$ cat src/rtl/jtag_master_pkg.sv
// Shared types and TMS sequence constants for the JTAG TAP master.
// All TMS constants are stored LSB-first: bit 0 is driven on the first TCK.
`timescale 1ns/1ps
package jtag_master_pkg;

  typedef enum logic [1:0] {
    TAP_RESET   = 2'd0,
    IR_SCAN     = 2'd1,
    DR_SCAN     = 2'd2,
    IDLE_CYCLES = 2'd3
  } jtag_op_e;

  typedef enum logic [1:0] {
    ST_AUTO_RST = 2'd0,
    ST_IDLE     = 2'd1,
    ST_RUN      = 2'd2,
    ST_RESP     = 2'd3
  } jtag_state_e;

  localparam logic [3:0] IR_PRE_TMS = 4'b0011;
  localparam int         IR_PRE_LEN = 4;
  localparam logic [2:0] DR_PRE_TMS = 3'b001;
  localparam int         DR_PRE_LEN = 3;
  localparam logic [1:0] SUF_TMS    = 2'b01;
  localparam int         SUF_LEN    = 2;
  localparam logic [5:0] RST_TMS    = 6'b011111;
  localparam int         RST_LEN    = 6;

endpackage

$ cat src/rtl/jtag_tap_master_if.sv
// Command/response handshake between a sequencer and the JTAG TAP master.
`timescale 1ns/1ps
interface jtag_tap_master_if #(
  parameter int MAX_LEN = 64,
  parameter int LEN_W   = 7
);
  import jtag_master_pkg::*;

  logic               cmd_valid;
  logic               cmd_ready;
  jtag_op_e           cmd_op;
  logic [LEN_W-1:0]   cmd_len;
  logic [MAX_LEN-1:0] cmd_data;
  logic               rsp_valid;
  logic               rsp_ready;
  logic [MAX_LEN-1:0] rsp_data;

  modport master (
    output cmd_valid, cmd_op, cmd_len, cmd_data, rsp_ready,
    input  cmd_ready, rsp_valid, rsp_data
  );

  modport slave (
    input  cmd_valid, cmd_op, cmd_len, cmd_data, rsp_ready,
    output cmd_ready, rsp_valid, rsp_data
  );
endinterface

$ cat src/rtl/jtag_tck_gen.sv
// TCK divider: low half then high half, each TCK_HALF_DIV clk long.
// Strobes flag the clk edge on which tck will rise or fall.
`timescale 1ns/1ps
module jtag_tck_gen #(
  parameter int TCK_HALF_DIV = 12
) (
  input  logic clk,
  input  logic rst,
  input  logic en,
  output logic tck,
  output logic tck_rise,
  output logic tck_fall
);
  localparam int CW = (TCK_HALF_DIV > 1) ? $clog2(TCK_HALF_DIV) : 1;

  logic [CW-1:0] cnt_q, cnt_d;
  logic          tck_q, tck_d;
  logic          half_end;

  assign half_end = (cnt_q == CW'(TCK_HALF_DIV - 1));
  assign tck_rise = en & ~tck_q & half_end;
  assign tck_fall = en &  tck_q & half_end;
  assign tck      = tck_q;

  always_comb begin
    cnt_d = cnt_q;
    tck_d = tck_q;
    if (!en) begin
      cnt_d = '0;
      tck_d = 1'b0;
    end else if (half_end) begin
      cnt_d = '0;
      tck_d = ~tck_q;
    end else begin
      cnt_d = cnt_q + CW'(1);
    end
  end

  always_ff @(posedge clk) begin
    if (rst) begin
      cnt_q <= '0;
      tck_q <= 1'b0;
    end else begin
      cnt_q <= cnt_d;
      tck_q <= tck_d;
    end
  end
endmodule

$ cat src/rtl/jtag_tap_master.sv
// JTAG master: sequences TAP reset, IR/DR scans and idle TCKs from a
// command/response handshake, shifting LSB-first and returning captured TDO.
`timescale 1ns/1ps
module jtag_tap_master import jtag_master_pkg::*; #(
  parameter int TCK_HALF_DIV = 12,
  parameter int MAX_LEN      = 64,
  parameter int LEN_W        = 7
) (
  input  logic              clk,
  input  logic              rst,
  jtag_tap_master_if.slave  bus,
  output logic              tck,
  output logic              tms,
  output logic              tdi,
  input  logic              tdo,
  output logic              trst_n
);
  localparam int CNT_W = LEN_W + 1;
  localparam int IDX_W = (MAX_LEN > 1) ? $clog2(MAX_LEN) : 1;
  typedef logic [CNT_W-1:0] cnt_t;

  function automatic logic [LEN_W-1:0] norm_len(jtag_op_e op, logic [LEN_W-1:0] len);
    logic [LEN_W-1:0] l;
    l = (len > LEN_W'(MAX_LEN)) ? LEN_W'(MAX_LEN) : len;
    if ((op == IR_SCAN || op == DR_SCAN) && l == '0) l = LEN_W'(1);
    return l;
  endfunction

  function automatic cnt_t pre_len(jtag_op_e op);
    case (op)
      IR_SCAN: return cnt_t'(IR_PRE_LEN);
      DR_SCAN: return cnt_t'(DR_PRE_LEN);
      default: return '0;
    endcase
  endfunction

  function automatic cnt_t seq_total(jtag_op_e op, logic [LEN_W-1:0] len);
    case (op)
      TAP_RESET: return cnt_t'(RST_LEN);
      IR_SCAN:   return {1'b0, len} + cnt_t'(IR_PRE_LEN + SUF_LEN);
      DR_SCAN:   return {1'b0, len} + cnt_t'(DR_PRE_LEN + SUF_LEN);
      default:   return {1'b0, len};
    endcase
  endfunction

  function automatic logic is_shift(jtag_op_e op, logic [LEN_W-1:0] len, cnt_t t);
    return (op == IR_SCAN || op == DR_SCAN) &&
           (t >= pre_len(op)) && (t < pre_len(op) + {1'b0, len});
  endfunction

  function automatic logic tms_at(jtag_op_e op, logic [LEN_W-1:0] len, cnt_t t);
    cnt_t pre, sh_end, suf_idx;
    pre     = pre_len(op);
    sh_end  = pre + {1'b0, len};
    suf_idx = t - sh_end;
    case (op)
      TAP_RESET: return RST_TMS[t[2:0]];
      IR_SCAN, DR_SCAN: begin
        if (t < pre) return (op == IR_SCAN) ? IR_PRE_TMS[t[1:0]] : DR_PRE_TMS[t[1:0]];
        if (t < sh_end) return (t == sh_end - cnt_t'(1));
        return SUF_TMS[suf_idx[0]];
      end
      default: return 1'b0;
    endcase
  endfunction

  function automatic logic tdi_at(jtag_op_e op, logic [LEN_W-1:0] len,
                                  logic [MAX_LEN-1:0] data, cnt_t t);
    if (!is_shift(op, len, t)) return 1'b0;
    return data[IDX_W'(t - pre_len(op))];
  endfunction

  jtag_state_e        state_q, state_d;
  jtag_op_e           op_q, op_d;
  logic [LEN_W-1:0]   len_q, len_d;
  logic [MAX_LEN-1:0] data_q, data_d;
  cnt_t               idx_q, idx_d;
  logic               tms_q, tms_d, tdi_q, tdi_d, trst_n_q, trst_n_d;
  logic               cmd_ready_q, cmd_ready_d, rsp_valid_q, rsp_valid_d;
  logic [MAX_LEN-1:0] rsp_data_q, rsp_data_d;
  logic               tck_en, tck_rise, tck_fall;

  assign tck_en = (state_q == ST_RUN) || (state_q == ST_AUTO_RST);

  jtag_tck_gen #(.TCK_HALF_DIV(TCK_HALF_DIV)) u_tck_gen (
    .clk      (clk),
    .rst      (rst),
    .en       (tck_en),
    .tck      (tck),
    .tck_rise (tck_rise),
    .tck_fall (tck_fall)
  );

  // Next bit's tms/tdi are set on the falling strobe; tdo is taken on the rising one.
  always_comb begin
    state_d    = state_q;
    op_d       = op_q;
    len_d      = len_q;
    data_d     = data_q;
    idx_d      = idx_q;
    tms_d      = tms_q;
    tdi_d      = tdi_q;
    rsp_data_d = rsp_data_q;
    trst_n_d   = 1'b1;
    case (state_q)
      ST_IDLE: begin
        if (bus.cmd_valid) begin
          op_d       = bus.cmd_op;
          len_d      = norm_len(bus.cmd_op, bus.cmd_len);
          data_d     = bus.cmd_data;
          idx_d      = '0;
          rsp_data_d = '0;
          if (seq_total(op_d, len_d) == '0) begin
            state_d = ST_RESP;
          end else begin
            state_d = ST_RUN;
            tms_d   = tms_at(op_d, len_d, '0);
            tdi_d   = tdi_at(op_d, len_d, data_d, '0);
          end
        end
      end
      ST_AUTO_RST, ST_RUN: begin
        if (tck_rise && is_shift(op_q, len_q, idx_q))
          rsp_data_d[IDX_W'(idx_q - pre_len(op_q))] = tdo;
        if (tck_fall) begin
          if (idx_q == seq_total(op_q, len_q) - cnt_t'(1)) begin
            idx_d   = '0;
            tms_d   = 1'b0;
            tdi_d   = 1'b0;
            state_d = (state_q == ST_AUTO_RST) ? ST_IDLE : ST_RESP;
          end else begin
            idx_d = idx_q + cnt_t'(1);
            tms_d = tms_at(op_q, len_q, idx_d);
            tdi_d = tdi_at(op_q, len_q, data_q, idx_d);
          end
        end
      end
      ST_RESP: begin
        if (bus.rsp_ready) state_d = ST_IDLE;
      end
      default: state_d = ST_AUTO_RST;
    endcase
    cmd_ready_d = (state_d == ST_IDLE);
    rsp_valid_d = (state_d == ST_RESP);
  end

  always_ff @(posedge clk) begin
    if (rst) begin
      state_q     <= ST_AUTO_RST;
      op_q        <= TAP_RESET;
      idx_q       <= '0;
      tms_q       <= 1'b1;
      tdi_q       <= 1'b0;
      trst_n_q    <= 1'b0;
      cmd_ready_q <= 1'b0;
      rsp_valid_q <= 1'b0;
      rsp_data_q  <= '0;
    end else begin
      state_q     <= state_d;
      op_q        <= op_d;
      idx_q       <= idx_d;
      tms_q       <= tms_d;
      tdi_q       <= tdi_d;
      trst_n_q    <= trst_n_d;
      cmd_ready_q <= cmd_ready_d;
      rsp_valid_q <= rsp_valid_d;
      rsp_data_q  <= rsp_data_d;
    end
  end

  always_ff @(posedge clk) begin
    len_q  <= len_d;
    data_q <= data_d;
  end

  assign tms           = tms_q;
  assign tdi           = tdi_q;
  assign trst_n        = trst_n_q;
  assign bus.cmd_ready = cmd_ready_q;
  assign bus.rsp_valid = rsp_valid_q;
  assign bus.rsp_data  = rsp_data_q;
endmodule

$ cat src/flat_wrapper.sv
// flat-port wrapper written by rule: the top's interface ports become plain ports
module jtag_tap_master_flat import jtag_master_pkg::*;
#(
  parameter int TCK_HALF_DIV = 12,
  parameter int MAX_LEN      = 64,
  parameter int LEN_W        = 7
)
  (clk, rst, tck, tms, tdi, tdo, trst_n, bus_cmd_valid, bus_cmd_op, bus_cmd_len, bus_cmd_data, bus_rsp_ready, bus_cmd_ready, bus_rsp_valid, bus_rsp_data);
  jtag_tap_master_if #(.MAX_LEN(MAX_LEN), .LEN_W(LEN_W)) bus_i ();
  input  logic clk;
  input  logic rst;
  output logic tck;
  output logic tms;
  output logic tdi;
  input  logic tdo;
  output logic trst_n;
  input wire logic [$bits(bus_i.cmd_valid)-1:0] bus_cmd_valid;
  input wire logic [$bits(bus_i.cmd_op)-1:0] bus_cmd_op;
  input wire logic [$bits(bus_i.cmd_len)-1:0] bus_cmd_len;
  input wire logic [$bits(bus_i.cmd_data)-1:0] bus_cmd_data;
  input wire logic [$bits(bus_i.rsp_ready)-1:0] bus_rsp_ready;
  output wire logic [$bits(bus_i.cmd_ready)-1:0] bus_cmd_ready;
  output wire logic [$bits(bus_i.rsp_valid)-1:0] bus_rsp_valid;
  output wire logic [$bits(bus_i.rsp_data)-1:0] bus_rsp_data;
  assign bus_i.cmd_valid = bus_cmd_valid;
  assign bus_i.cmd_op = bus_cmd_op;
  assign bus_i.cmd_len = bus_cmd_len;
  assign bus_i.cmd_data = bus_cmd_data;
  assign bus_i.rsp_ready = bus_rsp_ready;
  assign bus_cmd_ready = bus_i.cmd_ready;
  assign bus_rsp_valid = bus_i.rsp_valid;
  assign bus_rsp_data = bus_i.rsp_data;
  jtag_tap_master #(.TCK_HALF_DIV(TCK_HALF_DIV), .MAX_LEN(MAX_LEN), .LEN_W(LEN_W)) u_core (.clk(clk), .rst(rst), .bus(bus_i), .tck(tck), .tms(tms), .tdi(tdi), .tdo(tdo), .trst_n(trst_n));
endmodule
$ cat config.mk
export PLATFORM = sky130hd
export DESIGN_NAME = jtag_tap_master_flat
export DESIGN_NICKNAME = d
export VERILOG_FILES = /design/src/rtl/jtag_master_pkg.sv /design/src/rtl/jtag_tap_master_if.sv /design/src/rtl/jtag_tck_gen.sv /design/src/rtl/jtag_tap_master.sv /design/src/flat_wrapper.sv
export SDC_FILE = /design/constraint.sdc
export NUM_CORES = 1
export LEC_CHECK = 0
export BUFFER_PORTS_ARGS = -buffer_cell sky130_fd_sc_hd__buf_2
export CAP_MARGIN = 20
export CORE_ASPECT_RATIO = 0.5
export CORE_MARGIN = 4
export CORE_UTILIZATION = 40
export DETAILED_ROUTE_END_ITERATION = 10
export PLACE_DENSITY = 0.61
export SETUP_SLACK_MARGIN = 0.15
export SLEW_MARGIN = 10
export SYNTH_ARGS = -nofsm -noshare
export SYNTH_HDL_FRONTEND = slang
export SYNTH_SLANG_ARGS = --single-unit
$ cat constraint.sdc
create_clock -name clk -period 6.74 [get_ports clk]
set_clock_uncertainty 0.1 [all_clocks]
set_input_delay 1.348 -clock clk [delete_from_list [all_inputs] [get_ports clk]]
set_output_delay 1.348 -clock clk [all_outputs]
set_load 0.05 [all_outputs]
* After elaboration in Yosys (flattened, before gate mapping) *
Memory sizes are Yosys's and may differ from the RTL's.
Cells that the tools add are included.

operators by class
  $add $sub $neg = 17
  magnitude comparators = 17
  equal/unequal tests = 16
  muxes and demuxes = 115
  bitwise logic cells = 6
  reduce and logical (&&, ||, !) cells = 28

operator list
  kind                                                                  count
  64-bit two-way mux                                                    2
  64-bit one-hot mux with 2 select lines                                1
  8-bit two-way mux                                                     14
  64-bit bitwise mux                                                    1
  1-bit two-way mux                                                     63
  6-bit two-way mux                                                     10
  8-bit one-hot mux with 3 select lines                                 2
  7-bit by 3-bit adder with 8-bit output, second input constant         4
  7-bit two-way mux                                                     4
  8-bit by 7-bit adder with 8-bit output                                3
  8-bit < comparator                                                    3
  8-bit by 1-bit subtractor with 8-bit output, second input constant    3
  6-bit by 7-bit < comparator with 1-bit output, second input constant  3
  8-bit equality test                                                   2
  8-bit greater-or-equal comparator                                     2
  8-bit logical NOT                                                     2
  1-bit by 8-bit < comparator with 1-bit output, first input constant   2
  8-bit one-hot mux with 2 select lines                                 1
  1-bit binary-select mux with 6-bit select                             2
  3-bit one-hot mux with 2 select lines                                 2
  6-bit subtractor                                                      2
  2-bit equality test, second input constant                            5
  2-bit two-way mux                                                     5
  1-bit logical AND                                                     9
  30 further kinds                                                      52

word-level totals
  register bits after elaboration = 157
  memory bits (read-only) = 8
  input bits = 78
  output and inout port bits = 70
  logic and storage cells = 213
  memories kept = 1

memories
  name              depth  width  read ports  clocked after Yosys merged registers in  wr ports  RTL line               RTL
  (name not given)  8      1      1           0                                        0         jtag_tap_master.sv:57  TAP_RESET: return RST_TMS[t[2:0]];

* Logic depth before layout (Yosys ltp) *
  depth in word-level cells = 33
  depth in mapped cells = 19
  mapped depth without buffers = 17

* Cells and area by module *
From an unflattened synthesis, not the netlist that was laid out.

second synthesis, totals
  cell total of the unflattened synthesis = 892
  area, all modules = 8808.4 µm²

modules (own cells, without submodules)
  module           times used  cells an instance  area an instance (µm²)
  jtag_tap_master  1           870                8590.7
  jtag_tck_gen     1           22                 217.7

* Least setup slack after synthesis *
Ideal clock, no wire load.

  path type = input port to flip-flop
  start point = input bus_cmd_valid
  end point = register u_core.rsp_data_q[2] (netlist: u_core.bus.rsp_data[2])
  setup time = 0.132 ns
  arrival = 5.844 ns
  path slack = 0.663 ns
  cell stages on the path = 6
  path buffers = 1
  cell sequence = nand2_1 nor2_1 a41oi_1 clkbuf_1 o21ai_0 a21oi_1

between the ends
  cells in the longest elaborated chain, start to end = 2

ends and longest elaborated chain
  element                        RTL line                RTL
  start: declaration             flat_wrapper.sv:17      input wire logic [$bits(bus_i.cmd_valid)-1:0] bus_cmd_valid;
  2-bit != test (no line)        --
  3-bit AND reduction (no line)  --
  end signal: assignment         jtag_tap_master.sv:167  rsp_data_q <= rsp_data_d;
  end: declaration               jtag_tap_master.sv:80   logic [MAX_LEN-1:0] rsp_data_q, rsp_data_d;

Every way passes these cells.
A chain may end at the register's enable or synchronous reset.

* Worst setup path after layout *
  start point = register u_core.op_q[0]
  end point = register u_core.rsp_data_q[28] (netlist: u_core.bus.rsp_data[28])

between the ends
  cells in the longest elaborated chain, start to end = 12
  elaborated cells between the ends (all ways) = 24
  classes of those cells = add/sub: 2; order compare: 4; eq/ne: 3; mux: 9; reduce/logical: 6

ends and longest elaborated chain
  element                                                                                                                                              RTL line                                      RTL
  start: declaration                                                                                                                                   jtag_tap_master.sv:74                         jtag_op_e op_q, op_d;
  start signal: assignment                                                                                                                             jtag_tap_master.sv:160                        op_q <= op_d;
  2-bit equality test or 2-bit by 1-bit equality test with 1-bit output (tied branches)                                                                jtag_tap_master.sv:30, jtag_tap_master.sv:47
  3-bit one-hot mux with 2 select lines                                                                                                                jtag_tap_master.sv:30                         case (op)
  6-bit two-way mux                                                                                                                                    jtag_tap_master.sv:123                        if (tck_rise && is_shift(op_q, len_q, idx_q))
  6-bit two-way mux                                                                                                                                    jtag_tap_master.sv:105                        case (state_q)
  6-bit subtractor                                                                                                                                     jtag_tap_master.sv:124                        rsp_data_d[IDX_W'(idx_q - pre_len(op_q))] = tdo;
  6-bit by 7-bit < comparator with 1-bit output (implied by the code) or 6-bit by 1-bit greater-or-equal comparator with 1-bit output (tied branches)  jtag_tap_master.sv:124
  1-bit logical AND (implied by the code)                                                                                                              jtag_tap_master.sv:124
  1-bit two-way mux (implied by the code)                                                                                                              jtag_tap_master.sv:124
  1-bit demux with 6-bit select                                                                                                                        --
  64-bit bitwise mux                                                                                                                                   jtag_tap_master.sv:124
  64-bit two-way mux                                                                                                                                   jtag_tap_master.sv:123
  64-bit one-hot mux with 2 select lines                                                                                                               jtag_tap_master.sv:105

Parallel ways exist; a longest one is shown, timed or not. The select of a mux whose other input is x is not followed.

==> impl_results.md <==
- CTS clk-pin slew, worst paths: around 0.06 ns
- CP max stage cell: ha_1
- Leakage: 3.95 nW
- Hold Startpoint: u_core.u_tck_gen.cnt_q[0]
- Commonest non-fill, non-tap cell in the layout: a21oi_1
- FF-to-FF Start: u_core.op_q[0]
- Post-synth EDFFs: a little over 70
- Status: finished clean
- CP Capture Type: flip-flop
- CTS Sinks: roughly 160
- Top FF cell, synth: dfxtp_1
- Maximum capacitance violations: 0
- Synthesis-stage register bit count: ~160
- Slew HR: about a quarter
- Largest net degree at the start of global routing: 80
- Clock Latency Late Sink: 0.43 ns
- Crit-path cells: inv_1 -> ha_1 -> xor2_1 -> ha_1 -> a211oi_1 -> nor3b_1 -> xnor2_1 -> ha_1 -> o21a_1 -> o21a_1 -> o211ai_1 -> a41o_2 -> buf_12 -> nand3_1 -> a21oi_1
- CTS root buf: clkbuf_16
- Slew Limit Fails: 0
- Tmin final: about 4.5 ns
- Diode count: 0
- CTS tree: yes
- Register area: just under 4000 µm²
- CP Launch Type: flip-flop
- Setup CP Type: flip-flop to flip-flop
- Worst R2R Path Depth: 15
- Vias in the first global route: 7,468
- Final hold vios: 0
- GRT Overall Usage: a little over a fifth
- Core ar.: 21,700 µm²
- Fillcell total: between 2,000 and 2,500
- Post-synth top area share: 24.1%
- Synth Cell Area: 8850 µm²
- Die area: between 20,000 and 25,000 µm²
- First-pass GRT wire length: around 42,000 µm
- Synth Net Count: between 1,000 and 1,500
- Netlist cell types: 74
- Row count: 38
- CTS Buf Count: 17
- CP delay by family, top: compound AO/OA/AOI/OAI gates
- Leading cell types in the layout, fill and taps excluded: 150 x a21oi_1, 148 x buf_2, 85 x dfxtp_1, 79 x o21ai_0, 78 x nand3_1
- Initial drt markers: 849
- Worst Tran Pin Value: between 1 and 1.5 ns
- Critical path's largest stage delay: roughly 0.61 ns
- Share of synthesized cell area in full adder, half adder and majority cells: 6.31%
- Share of synthesized registers carrying an async set or reset: 0%
- RR Endpoint: u_core.bus.rsp_data[28]
- Post-synthesis simple-gate area fraction: between 10% and 20%
- Layout Utilization: between 40% and 50%
- Share of post-route cells with drive strength above 1: 22.9%
- Syn Inst Count: approximately 930
- Post-CTS setup repair buffer count: 0
- Final setup viols: 0
- Post-CTS Resized: 0
- Routed vias/inst: approximately 5.7
- Top post-synthesis cells by area: edfxtp_1 24%, dfxtp_1 19%, a21oi_1 8.5%
- Buf/Inv on CP: 2
- Fin nets: 1,179
- Area Growth Syn to Fin: 19.3%
- Total gr overflow: 0
- Fin crit share: approximately two thirds
- Detailed Place HPWL: roughly 19,000 µm
- WP data required: approximately 7 ns
- WL per Instance: 19.6 µm
- Multi-input combinational cell area: ~4700 µm²
- Starting Density: 40.8%
- CTS Buffer Depth: 2
- Hold Path End: u_core.u_tck_gen.cnt_q[0]
- Die Y-Extent: about 110 µm
- PD cells: slightly below 200 nW/µm²
- Crit-path max FO: 53
- H-tree levels: 4
- RD Place Congestion: slightly below 0.9
- Leading area contributor after synthesis: edfxtp_1
- Synth warn: 0
- Initial DRT Pass Iterations: 5
- Post-synthesis compound-gate area fraction: 20.3%
- Routed WL: between 20,000 and 30,000 µm
- Post-route ant nets: 0
- Routed via count: between 7,000 and 8,000
- RSZ-0062 raised after global routing: false
- Chip Width: roughly 220 µm
- Fmax: around 220 MHz
- I/O pin count: 148
- Post-Synth XOR/XNOR Area: 4.55%
- Worst path arrival time: 4.70 ns
- VDD IR max: 0.148 mV
- Fin Setup TNS: 0 ns
- Hold Path Class: flip-flop to flip-flop
- Mux share of post-synthesis cell area: between 5 and 6%
- Port bufs: between 100 and 150
- Number of hold buffers added after CTS: 0
- Reg2Reg Setup Slack: approximately 2.3 ns
- Worst Hold Path Cells: 1
- DRC viols: 0
- Combinational family with the most area after synthesis: compound AO/OA/AOI/OAI gates
- Worst path most repeated cell: ha_1
- Sequential area share after synthesis: between 40% and 50%
- Syn avg cell area: approximately 9.5 µm²
- Worst hold margin: between 0.3 and 0.4 ns
- Antenna violations before repair: 0
==> cells by family after synthesis <==
family                     count (synthesis)
AOI/OAI and AO/OA                        310
and+or+nand+nor                          249
DFF                                      157
buffers and inverters                     99
xor gates and xnor gates                  46
adders and majority gates                 44
muxes                                     29
==> registers in the layout (all words and copies together) (netlist names), 2 cells and up <==
name and cells:
u_core.u_tck_gen.cnt_q 4, u_core.bus.rsp_data 64, u_core.data_q 64, u_core.len_q 7, u_core.idx_q 8, u_core.op_q 2, u_core.state_q 2
==> metal layers <==
| layer | GRT usage [%] | vias up | wire, µm |
|---|---|---|---|
| met4 | 5.13 | 0 | 336 |
| met1 | 30.7 | 3877 | 12700 |
| met3 | 4.43 | 26 | 1410 |
| li1 | - | 3727 | - |
| met5 | 0 | - | 0 |
| met2 | 34.2 | 233 | 12400 |
==> report_power, final <==
part	switching [mW]	internal [mW]	total [mW]	leakage (nW)
Clock	0.407	0.596	1.00	0.295
Combinational	0.0352	0.0252	0.0603	2.33
Sequential	0.00112	0.995	0.996	1.32
==> per-stage QoR <==
stage / instances / power, mW / worst slack (ns) / cell area, µm²
after floorplan: 934 / 1.04 / 0.663 / 8850
after global placement: 1335 / 1.07 / 2.09 / 9910
after detailed placement: 1336 / 1.08 / 1.96 / 9920
after CTS: 1368 / 2.08 / 1.91 / 10500
after global routing: 1370 / 2.12 / 1.93 / 10600
final: 1370 / 2.06 / 2.29 / 10600
==> worst reg2reg max path: stages, from the launching register on <==
cell	delay (ns)
dfxtp_1	0.34
inv_1	0.11
ha_1	0.61
xor2_1	0.16
ha_1	0.24
a211oi_1	0.24
nor3b_1	0.11
xnor2_1	0.52
ha_1	0.35
o21a_1	0.10
o21a_1	0.16
o211ai_1	0.29
a41o_2	0.43
buf_12	0.29
nand3_1	0.13
a21oi_1	0.20
==> worst max-delay path by stage <==
| stage | from | endpoint | slack, ns | cells past startpoint |
|---|---|---|---|---|
| after detailed placement | u_core.op_q[0] | u_core.bus.rsp_data[62] | 1.96 | 14 |
| after CTS | u_core.op_q[0] | u_core.bus.rsp_data[62] | 1.91 | 14 |
| final | u_core.op_q[0] | u_core.bus.rsp_data[28] | 2.29 | 15 |
| after global routing | u_core.op_q[0] | u_core.bus.rsp_data[28] | 1.93 | 15 |
| after global placement | u_core.op_q[0] | u_core.bus.rsp_data[27] | 2.09 | 14 |
| after floorplan | bus_cmd_valid | u_core.bus.rsp_data[2] | 0.66 | 6 |
==> area by class of cell <==
cell class                 count  share of cell area [%]
timing repair buffer         168                    8.56
clock inverter                12                    1.52
clock buffer                  20                    4.23
sequential                   157                    36.5
inverter                      35                    1.24
multi-input combinational    678                    44.4
tap                          300                    3.56
==> synthesized netlist by cell type (14+ instances only) <==
cell / n
mux4_2: 16
edfxtp_1: 71
nor2_1: 46
a21oi_1: 150
inv_1: 34
nor3_1: 23
nand3_1: 78
clkbuf_1: 48
xor2_1: 14
xnor2_1: 32
nand2_1: 29
ha_1: 43
o21ai_0: 79
dfxtp_1: 86
No activity file was read; power rests on OpenSTA's default activity.
